$ cat config.mk
export PLATFORM = sky130hd
export DESIGN_NAME = term1_result_queue_flat
export DESIGN_NICKNAME = d
export VERILOG_FILES = /design/src/rtl/term1_rq_pkg.sv /design/src/rtl/term1_result_queue_if.sv /design/src/rtl/term1_rq_mem.sv /design/src/rtl/term1_result_queue.sv /design/src/flat_wrapper.sv
export SDC_FILE = /design/constraint.sdc
export NUM_CORES = 1
export LEC_CHECK = 0
export ABC_AREA = 1
export CORE_MARGIN = 2
export CORE_UTILIZATION = 55
export CTS_BUF_LIST = sky130_fd_sc_hd__clkbuf_2
export CTS_CLUSTER_DIAMETER = 30
export CTS_CLUSTER_SIZE = 12
export DETAILED_ROUTE_END_ITERATION = 7
export GPL_TIMING_DRIVEN = 0
export PLACE_DENSITY_LB_ADDON = 0.08
export SYNTH_ARGS = -nofsm -noshare
export SYNTH_HDL_FRONTEND = slang
export SYNTH_SLANG_ARGS = --single-unit
$ cat constraint.sdc
create_clock -name clk -period 4.5 [get_ports clk]
set_input_delay 0.675 -clock clk [delete_from_list [all_inputs] [get_ports clk]]
set_output_delay 0.675 -clock clk [all_outputs]
set_load 0.05 [all_outputs]
$ cat src/rtl/term1_rq_pkg.sv
// Shared types and constants for the term1 result queue.
package term1_rq_pkg;

    // Bit positions inside the term1 result vector.
    localparam int unsigned J0_BIT = 0;
    localparam int unsigned K0_BIT = 1;
    localparam int unsigned L0_BIT = 2;
    localparam int unsigned M0_BIT = 3;
    localparam int unsigned N0_BIT = 4;
    localparam int unsigned O0_BIT = 5;
    localparam int unsigned P0_BIT = 6;
    localparam int unsigned Q0_BIT = 7;
    localparam int unsigned R0_BIT = 8;
    localparam int unsigned S0_BIT = 9;
    localparam int unsigned RES_W  = 10;

    typedef logic [RES_W-1:0] res_t;

    typedef struct packed {
        res_t data;
        logic changed;
    } entry_t;

    // Occupancy view of the queue, derived from the level counter.
    typedef enum logic [1:0] {
        EMPTY   = 2'd0,
        PARTIAL = 2'd1,
        FULL    = 2'd2
    } occ_e;

endpackage

$ cat src/rtl/term1_result_queue_if.sv
// Producer/consumer handshake bundle for term1_result_queue.
// master = the side that produces and consumes words, slave = the queue.
interface term1_result_queue_if #(
    parameter int unsigned W = term1_rq_pkg::RES_W
);
    logic         in_valid;
    logic         in_ready;
    logic [W-1:0] in_data;
    logic         out_valid;
    logic         out_ready;
    logic [W-1:0] out_data;
    logic         out_changed;

    modport master (
        output in_valid, in_data, out_ready,
        input  in_ready, out_valid, out_data, out_changed
    );

    modport slave (
        input  in_valid, in_data, out_ready,
        output in_ready, out_valid, out_data, out_changed
    );
endinterface

$ cat src/rtl/term1_rq_mem.sv
// Entry storage for the result queue: synchronous write, asynchronous read.
// The array itself has no reset; validity is tracked by the queue's level.
module term1_rq_mem
    import term1_rq_pkg::*;
#(
    parameter int unsigned DEPTH = 4,
    parameter int unsigned PTR_W = $clog2(DEPTH)
) (
    input  logic             clk,
    input  logic             we,
    input  logic [PTR_W-1:0] waddr,
    input  entry_t           wentry,
    input  logic [PTR_W-1:0] raddr,
    output entry_t           rentry
);
    entry_t mem [DEPTH];

    // Write the pushed entry at the write pointer.
    always_ff @(posedge clk) begin
        if (we) begin
            mem[waddr] <= wentry;
        end
    end

    assign rentry = mem[raddr];
endmodule

$ cat src/rtl/term1_result_queue.sv
// Result queue behind the term1 combinational logic: buffers result vectors,
// flags each word that differs from the previous capture and counts them.
// Optional feature macro: TERM1_RQ_OVF_EN adds a sticky overflow output.
module term1_result_queue
    import term1_rq_pkg::*;
#(
    parameter int unsigned W     = RES_W,  // must equal RES_W
    parameter int unsigned DEPTH = 4,      // power of 2, >= 2
    parameter int unsigned CNT_W = 8
) (
    input  logic                     clk,
    input  logic                     rst,
    term1_result_queue_if.slave      bus,
    output logic [$clog2(DEPTH):0]   level,
    output logic [CNT_W-1:0]         chg_cnt
`ifdef TERM1_RQ_OVF_EN
    ,
    output logic                     ovf
`endif
);
    localparam int unsigned PTR_W = $clog2(DEPTH);
    localparam int unsigned LVL_W = PTR_W + 1;

    logic [PTR_W-1:0] wr_ptr_q, rd_ptr_q;
    logic [LVL_W-1:0] level_q;
    logic [CNT_W-1:0] chg_cnt_q;
    logic [W-1:0]     last_word_q;
    logic             first_q;
    occ_e             occ;
    logic             push, pop, changed;
    entry_t           wentry, rentry;

    // Classify occupancy; handshake flags come only from the level register.
    always_comb begin
        occ = PARTIAL;
        if (level_q == '0) begin
            occ = EMPTY;
        end else if (level_q == LVL_W'(DEPTH)) begin
            occ = FULL;
        end
    end

    assign bus.in_ready  = (occ != FULL);
    assign bus.out_valid = (occ != EMPTY);
    assign push          = bus.in_valid & bus.in_ready;
    assign pop           = bus.out_valid & bus.out_ready;
    assign changed       = first_q | (bus.in_data != last_word_q);

    assign wentry.data    = res_t'(bus.in_data);
    assign wentry.changed = changed;

    term1_rq_mem #(
        .DEPTH (DEPTH),
        .PTR_W (PTR_W)
    ) u_mem (
        .clk    (clk),
        .we     (push),
        .waddr  (wr_ptr_q),
        .wentry (wentry),
        .raddr  (rd_ptr_q),
        .rentry (rentry)
    );

    // Outputs read as zero while empty so reset leaves them clean.
    assign bus.out_data    = bus.out_valid ? W'(rentry.data) : '0;
    assign bus.out_changed = bus.out_valid & rentry.changed;
    assign level           = level_q;
    assign chg_cnt         = chg_cnt_q;

    // Pointers, occupancy, change tracking and saturating change counter.
    always_ff @(posedge clk) begin
        if (rst) begin
            wr_ptr_q    <= '0;
            rd_ptr_q    <= '0;
            level_q     <= '0;
            chg_cnt_q   <= '0;
            last_word_q <= '0;
            first_q     <= 1'b1;
        end else begin
            if (push) begin
                wr_ptr_q    <= wr_ptr_q + PTR_W'(1);
                last_word_q <= bus.in_data;
                first_q     <= 1'b0;
                if (changed && (chg_cnt_q != {CNT_W{1'b1}})) begin
                    chg_cnt_q <= chg_cnt_q + CNT_W'(1);
                end
            end
            if (pop) begin
                rd_ptr_q <= rd_ptr_q + PTR_W'(1);
            end
            case ({push, pop})
                2'b10:   level_q <= level_q + LVL_W'(1);
                2'b01:   level_q <= level_q - LVL_W'(1);
                default: level_q <= level_q;
            endcase
        end
    end

`ifdef TERM1_RQ_OVF_EN
    // Sticky flag: a word was offered while the queue was full.
    always_ff @(posedge clk) begin
        if (rst) begin
            ovf <= 1'b0;
        end else if (bus.in_valid && !bus.in_ready) begin
            ovf <= 1'b1;
        end
    end
`endif
endmodule

$ cat src/flat_wrapper.sv
// flat-port wrapper written by rule: the top's interface ports become plain ports
module term1_result_queue_flat import term1_rq_pkg::*;
#(
    parameter int unsigned W     = RES_W,                     
    parameter int unsigned DEPTH = 4,                         
    parameter int unsigned CNT_W = 8
)
  (clk, rst, level, chg_cnt, bus_in_valid, bus_in_data, bus_out_ready, bus_in_ready, bus_out_valid, bus_out_data, bus_out_changed);
  term1_result_queue_if #(.W(W)) bus_i ();
  input  logic clk;
  input  logic rst;
  output logic [$clog2(DEPTH):0] level;
  output logic [CNT_W-1:0] chg_cnt;
  input wire logic [$bits(bus_i.in_valid)-1:0] bus_in_valid;
  input wire logic [$bits(bus_i.in_data)-1:0] bus_in_data;
  input wire logic [$bits(bus_i.out_ready)-1:0] bus_out_ready;
  output wire logic [$bits(bus_i.in_ready)-1:0] bus_in_ready;
  output wire logic [$bits(bus_i.out_valid)-1:0] bus_out_valid;
  output wire logic [$bits(bus_i.out_data)-1:0] bus_out_data;
  output wire logic [$bits(bus_i.out_changed)-1:0] bus_out_changed;
  assign bus_i.in_valid = bus_in_valid;
  assign bus_i.in_data = bus_in_data;
  assign bus_i.out_ready = bus_out_ready;
  assign bus_in_ready = bus_i.in_ready;
  assign bus_out_valid = bus_i.out_valid;
  assign bus_out_data = bus_i.out_data;
  assign bus_out_changed = bus_i.out_changed;
  term1_result_queue #(.W(W), .DEPTH(DEPTH), .CNT_W(CNT_W)) u_core (.clk(clk), .rst(rst), .bus(bus_i), .level(level), .chg_cnt(chg_cnt));
endmodule
==> summary.txt, run 1 <==
Global routing
  – Gr usage total: 21.7%
  – Gr ovfl total: 0
  – Antenna violations before repair: 0
  – First-pass GRT wire length: 10500 um
  – Vias in the first global route: 2261
  – Largest net degree at the start of global routing: 14

Cells and area
  – N_diodes: 0
  – Final #Nets: 430
  – Share of cells above drive strength 1: 11.4%
  – End-of-flow core utilization: 65.4%
  – Post-route cell area: 3830 um^2
  – Area Overhead vs Synth: 16.7%

Logic synthesis
  – Largest family of logic cells by synthesized area: simple AND/OR/NAND/NOR gates
  – Ys flop type: edfxtp_1
  – Synth Area in Compound Gates: 10.9%
  – Distinct cells, synth: 28
  – Seq cells post-synth: 72
  – Commonest cells in the netlist: 57 x nor2_1, 49 x nand2_1, 48 x inv_1
  – Syn. warnings: 0
  – Post-synthesis sequential area ratio: 57.4%
  – Mapped Area: 3280 um^2
  – Synth Area in Simple Gates: 19.5%
  – Post-synthesis adder-cell area fraction: 2.90%
  – Number of flops mapped to enable cells by yosys: 44
  – Asr flop ratio synth: 0%
  – Most frequent cell after synthesis: nor2_1
  – Dominant cell type by area after synthesis: edfxtp_1
  – Synth top area share: 40.3%
  – Syn nets: 382
  – Post-Syn Instances: 361
  – Syn avg cell area: 9.08 um^2
  – Top cells by area, synth: edfxtp_1 40%, dfxtp_1 17%, nor2_1 6.5%
  – Post-Synth XOR/XNOR Area: 0.534%
  – Post-synthesis mux area share: 0%

Critical path
  – CP required: 3.83 ns
  – CP max FO: 10
  – Slowest cell on the critical path: clkdlybuf4s50_1
  – Crit-path cells: inv_1 -> clkbuf_1 -> o21ai_0 -> a21oi_1 -> clkdlybuf4s50_1
  – Worst path arrival time: 2.59 ns
  – Crit start category: register
  – Critical path type: reg -> out
  – R2r startpoint: u_core.level[1]
  – Crit-path max cell delay: 0.82 ns
  – Setup crit end kind: output port

CTS
  – Hold-fix buffers, CTS: 0
  – Inserted Clock Buffers: 9
  – Worst-path clk slew: 0.18 ns
  – TritonCTS Sinks: 72
  – Clk_lat worst skew: 0.49 ns
  – H-tree depth: 3
  – Postcts setup bufs: 0
  – Root Buffer: clkbuf_2
  – Clk buf depth: 2
  – CTS tree: done
  – PostCTS Resize Cnt: 0

Power and ir drop
  – Max VDD drop: 0.000333 V
  – Total power draw: 1.97 mW
  – Leak: 1.51 nW
  – Pwr dens: 514 nW/um^2

Placement
  – Port buffer count: 37
  – RePlAce Congestion: 0.733
  – Post-DP Area: 3740 um^2
  – Placed wire-length estimate: 4350 um
  – Dpl ws: 1.64 ns

Die
  – Die width: 81.2 um
  – Rows: 28
  – Die Ht: 81.2 um
  – Core area: 5850 um^2
  – Die area: 6600 um^2
  – Initial core utilization: 56.1%
  – IO Count: 38

Detailed routing
  – Initial drt markers: 115
  – Routed Antenna Nets: 0
  – DR DRC count: 0
  – Via density: 5.07
  – Wire length per cell: 13.1 um
  – Final wirelength: 6420 um
  – Via count: 2480
  – Detailed Routing Iterations Pass 1: 4

Run
  – Max-Cap Viols: 0

Run status
  – Status: finished clean

Timing
  – Fin. max-slew vios: 0
  – PnR worst setup slack: 1.24 ns
  – Achievable Freq: 307 MHz
  – Worst Tran Pin Value: 1.06 ns
  – Final-report hold violation count: 0
  – Worst rel slew slack: 29.3%
  – Fin Setup TNS: 0 ns
  – Post-layout minimum cycle time: 3.26 ns
  – Final Setup Violations: 0
  – Clock Skew: 0.0251 ns
  – Final Cycle Share: 72.4%
  – RSZ-0062 raised after global routing: false

Worst hold path
  – HP Class: reg -> reg
  – Hold wc startpoint: u_core.first_q
-- cell usage in the layout, fill, tap and decap left out, types with 2 or more instances in the layout --
| cell type | n |
|---|---|
| buf_6 | 3 |
| ha_1 | 6 |
| buf_2 | 4 |
| edfxtp_1 | 44 |
| nor2_1 | 57 |
| clkdlybuf4s50_1 | 37 |
| inv_1 | 48 |
| clkinv_2 | 3 |
| nand2_1 | 49 |
| nand2_2 | 4 |
| clkbuf_2 | 9 |
| inv_2 | 5 |
| nand4_1 | 8 |
| xnor2_1 | 2 |
| dfxtp_1 | 28 |
| a21oi_1 | 30 |
| nand3_1 | 5 |
| clkinv_1 | 4 |
| nor2_2 | 10 |
| o21ai_0 | 39 |
| clkbuf_1 | 6 |
| nor3_2 | 2 |
-- sequential cells by signal, indices dropped and copies added (netlist names), named ones only --
name and count:
u_core.last_word_q 10, u_core.level 3, u_core.wr_ptr_q 2, u_core.u_mem.mem 44, u_core.first_q 1, u_core.chg_cnt 8
u_core.rd_ptr_q 2
-- worst max-delay path: cells and delay by family (launching register included) --
kind | cells | cell delay (ns)
AOI/OAI and AO/OA | 2 | 0.39
buffers and inverters | 3 | 1.32
DFF | 1 | 0.38
-- power by group --
group	switching [mW]	internal, mW	leakage, nW
Clock	0.223	0.0671	0.0565
Sequential	0.0409	0.777	0.624
Combinational	0.596	0.263	0.825
-- kinds of logic after synthesis --
kind of cell	Yosys count
simple gates	140
flops	72
compound gates	71
buf+inv	69
fa+ha+maj	7
xor+xnor	2
-- layer usage --
layer / global-route usage, % / share of wire [%] / routed length (um)
met1: 27.3 / 45 / 2870
met2: 36.6 / 49 / 3140
met3: 3.89 / 5.2 / 337
met4: 10.0 / 1.2 / 76
met5: 0 / 0 / 0
-- path summary, 6_finish.rpt --
path	to	slack [ns]	cells past startpoint
min reg2reg	u_core.first_q	0.47	2
min	u_core.first_q	0.47	2
max	bus_out_data[0]	1.24	5
max reg2reg	u_core.level[2]	2.25	11
-- area by class of cell --
type | count | area [um^2]
Tap cell | 75 | 93.8
Sequential cell | 72 | 1880
Clock buffer | 9 | 45.0
Multi-Input combinational cell | 220 | 1110
Timing Repair Buffer | 37 | 370
Fill cell | 508 | 2020
Buffer | 14 | 83.8
Inverter | 55 | 206
Clock inverter | 7 | 38.8
-- stage by stage --
| stage | hold WS (ns) | std cells |
|---|---|---|
| 2_1_floorplan | 0.420 | 361 |
| 3_3_place_gp | 0.430 | 473 |
| 3_5_place_dp | 0.440 | 473 |
| 4_1_cts | 0.466 | 489 |
| 5_1_grt | 0.486 | 489 |
| 6_report | 0.465 | 489 |
No activity file was read; power rests on OpenSTA's default activity.
==> run 2: changes to the inputs <==
==> constraint.sdc (replaced) <==
create_clock -name clk -period 3.3 [get_ports clk]
set_input_delay 0.495 -clock clk [delete_from_list [all_inputs] [get_ports clk]]
set_output_delay 0.495 -clock clk [all_outputs]
set_load 0.05 [all_outputs]
==> summary.txt, run 2 (synthesis results as in run 1) <==
Run status
  – Status: finished clean

Global routing
  – Antenna violations before repair: 0 (unchanged)
  – Vias in the first global route: 2261 (unchanged)
  – Gr usage total: 21.7% (unchanged)
  – Gr ovfl total: 0 (unchanged)
  – Largest net degree at the start of global routing: 14 (unchanged)
  – First-pass GRT wire length: 10500 um (unchanged)

Critical path
  – R2r startpoint: u_core.level[1]
  – Crit start category: register
  – Slowest cell on the critical path: clkdlybuf4s50_1
  – CP max FO: 10 (unchanged)
  – CP required: 2.80 ns (-1.03 ns)
  – Crit-path max cell delay: 0.82 ns (about the same)
  – Crit path capture: bus_out_data[0]
  – Worst path arrival time: 2.58 ns (about the same)
  – Setup crit end kind: output port
  – Buf/Inv on CP: 3 (unchanged)
  – R2R Path End: u_core.level[2]
  – Crit-path cells: inv_1 -> clkbuf_1 -> o21ai_0 -> a21oi_1 -> clkdlybuf4s50_1
  – Worst-case reg-to-reg path depth: 11 (unchanged)
  – Critical path's top delay family: buffers and inverters
  – Critical path type: reg -> out
  – Worst R2R Setup Slack: 1.05 ns (-1.20 ns)
  – Worst path depth: 5 (unchanged)

Placement
  – Post-DP Area: 3740 um^2 (unchanged)
  – Dpl ws: 0.624 ns (-1.02 ns)
  – Placed wire-length estimate: 4350 um (unchanged)
  – RePlAce Congestion: 0.733 (unchanged)
  – Port buffer count: 37 (unchanged)

CTS
  – Clk_lat worst skew: 0.49 ns (about the same)
  – Root Buffer: clkbuf_2
  – Worst-path clk slew: 0.18 ns (about the same)
  – CTS tree: done
  – TritonCTS Sinks: 72 (unchanged)
  – H-tree depth: 3 (unchanged)
  – Hold-fix buffers, CTS: 0 (unchanged)
  – Postcts setup bufs: 0 (unchanged)
  – Clk buf depth: 2 (unchanged)
  – Inserted Clock Buffers: 9 (unchanged)
  – PostCTS Resize Cnt: 0 (unchanged)

Die
  – Die area: 6600 um^2 (unchanged)
  – Die width: 81.2 um (unchanged)
  – Core area: 5850 um^2 (unchanged)
  – Rows: 28 (unchanged)
  – Die Ht: 81.2 um (unchanged)
  – Initial core utilization: 56.1% (unchanged)
  – IO Count: 38 (unchanged)

Detailed routing
  – DR DRC count: 0 (unchanged)
  – Initial drt markers: 132 (+15%)
  – Detailed Routing Iterations Pass 1: 5 (+1)
  – Via count: 2481 (+0.040%)
  – Final wirelength: 6460 um (+0.51%)
  – Wire length per cell: 13.2 um (+0.51%)
  – Routed Antenna Nets: 0 (unchanged)
  – Via density: 5.07 (about the same)

Power and ir drop
  – Seq pwr share: 41.6% (about the same)
  – Clock power share: 14.8% (about the same)
  – Sw power: 1.17 mW (+37%)
  – P_int: 1.51 mW (+36%)
  – Max VDD drop: 0.000453 V (+36%)
  – Gate power share: 43.6% (about the same)
  – Sw Share: 43.7% (about the same)
  – Pwr dens: 700 nW/um^2 (+36%)
  – Leak: 1.52 nW (+0.98%)

Timing
  – Final Setup Violations: 0 (unchanged)
  – Worst Tran Pin Value: 1.05 ns (-0.00176 ns)
  – Fin Setup TNS: 0 ns (unchanged)
  – Achievable Freq: 325 MHz
  – RSZ-0062 raised after global routing: false
  – Worst rel slew slack: 29.4% (+0.12 points)
  – Final-report hold violation count: 0 (unchanged)
  – Post-layout minimum cycle time: 3.07 ns
  – PnR worst setup slack: 0.226 ns (-1.01 ns)
  – Final Cycle Share: 93.2%
  – Fin. max-slew vios: 0 (unchanged)
  – Clock Skew: 0.0248 ns (-0.000309 ns)

Worst hold path
  – HP Class: reg -> reg

Cells and area
  – Final #Nets: 430 (unchanged)
  – End-of-flow core utilization: 65.5% (about the same)
  – Post-route cell area: 3830 um^2 (about the same)
  – Fillers: 508 (unchanged)
  – Most common cell after layout, fill and taps aside: nor2_1
  – Share of cells above drive strength 1: 11.4% (unchanged)
  – Area Overhead vs Synth: 16.8% (about the same)
  – N_diodes: 0 (unchanged)
  – Most frequent cells in the layout: 57 x nor2_1, 49 x nand2_1, 48 x inv_1
  – Largest Register: u_core.u_mem.mem
  – Max FFs per register: 44 (unchanged)

Run
  – Max-Cap Viols: 0 (unchanged)
[run 2: cell count changes in the layout (fill, tap and decap cells not counted), sizes merged]
cell           change
clkdlybuf4s50      -1
dlymetal6s2s       +1
[run 2: worst min-delay path by stage]
stage	from	endpoint	slack (ns)	cells past startpoint
finish	u_core.first_q	u_core.first_q	0.47	2
global route	u_core.first_q	u_core.first_q	0.49	2
CTS	u_core.first_q	u_core.first_q	0.47	2
detailed placement	u_core.first_q	u_core.first_q	0.44	2
global placement	u_core.first_q	u_core.first_q	0.43	2
floorplan	u_core.first_q	u_core.first_q	0.42	2
[run 2: final cells by class]
cell class | count | area [um^2] | area share [%]
plain buffers | 14 | 83.8 | 2.19
clock buffers | 9 | 45.0 | 1.18
clock inverters | 7 | 38.8 | 1.01
inverters | 55 | 206 | 5.39
multi-input cells | 220 | 1110 | 28.9
flip-flops and latches | 72 | 1880 | 49.1
well taps | 75 | 93.8 | 2.45
repair buffers | 37 | 373 | 9.74
[run 2: through the flow]
stage | total power [mW] | instances | hold slack [ns]
2_1_floorplan | 1.94 | 361 | 0.420
3_3_place_gp | 2.29 | 473 | 0.430
3_5_place_dp | 2.31 | 473 | 0.440
4_1_cts | 2.70 | 489 | 0.466
5_1_grt | 2.84 | 489 | 0.486
6_report | 2.68 | 489 | 0.465
[run 2: power by group through the flow]
stage / sequential [mW] / combinational [mW] / clock, mW
6_report: 1.12 / 1.17 / 0.397
5_1_grt: 1.13 / 1.27 / 0.444
4_1_cts: 1.12 / 1.18 / 0.402
3_5_place_dp: 1.14 / 1.18 / 0
3_3_place_gp: 1.13 / 1.16 / 0
2_1_floorplan: 1.19 / 0.746 / 0
[run 2: worst min-delay path: cells and delay by family, from the launching register on]
family,cells,cell delay [ns]
AND/OR/NAND/NOR,2,0.10
flip-flops,1,0.35
[run 2: per-layer routing]
| metal | track usage [%] | wire length (um) | vias to the layer above |
|---|---|---|---|
| li1 | - | - | 1271 |
| met4 | 10.0 | 85 | 0 |
| met2 | 36.6 | 3190 | 62 |
| met3 | 3.89 | 271 | 9 |
| met1 | 27.3 | 2910 | 1139 |
| met5 | 0 | 0 | - |
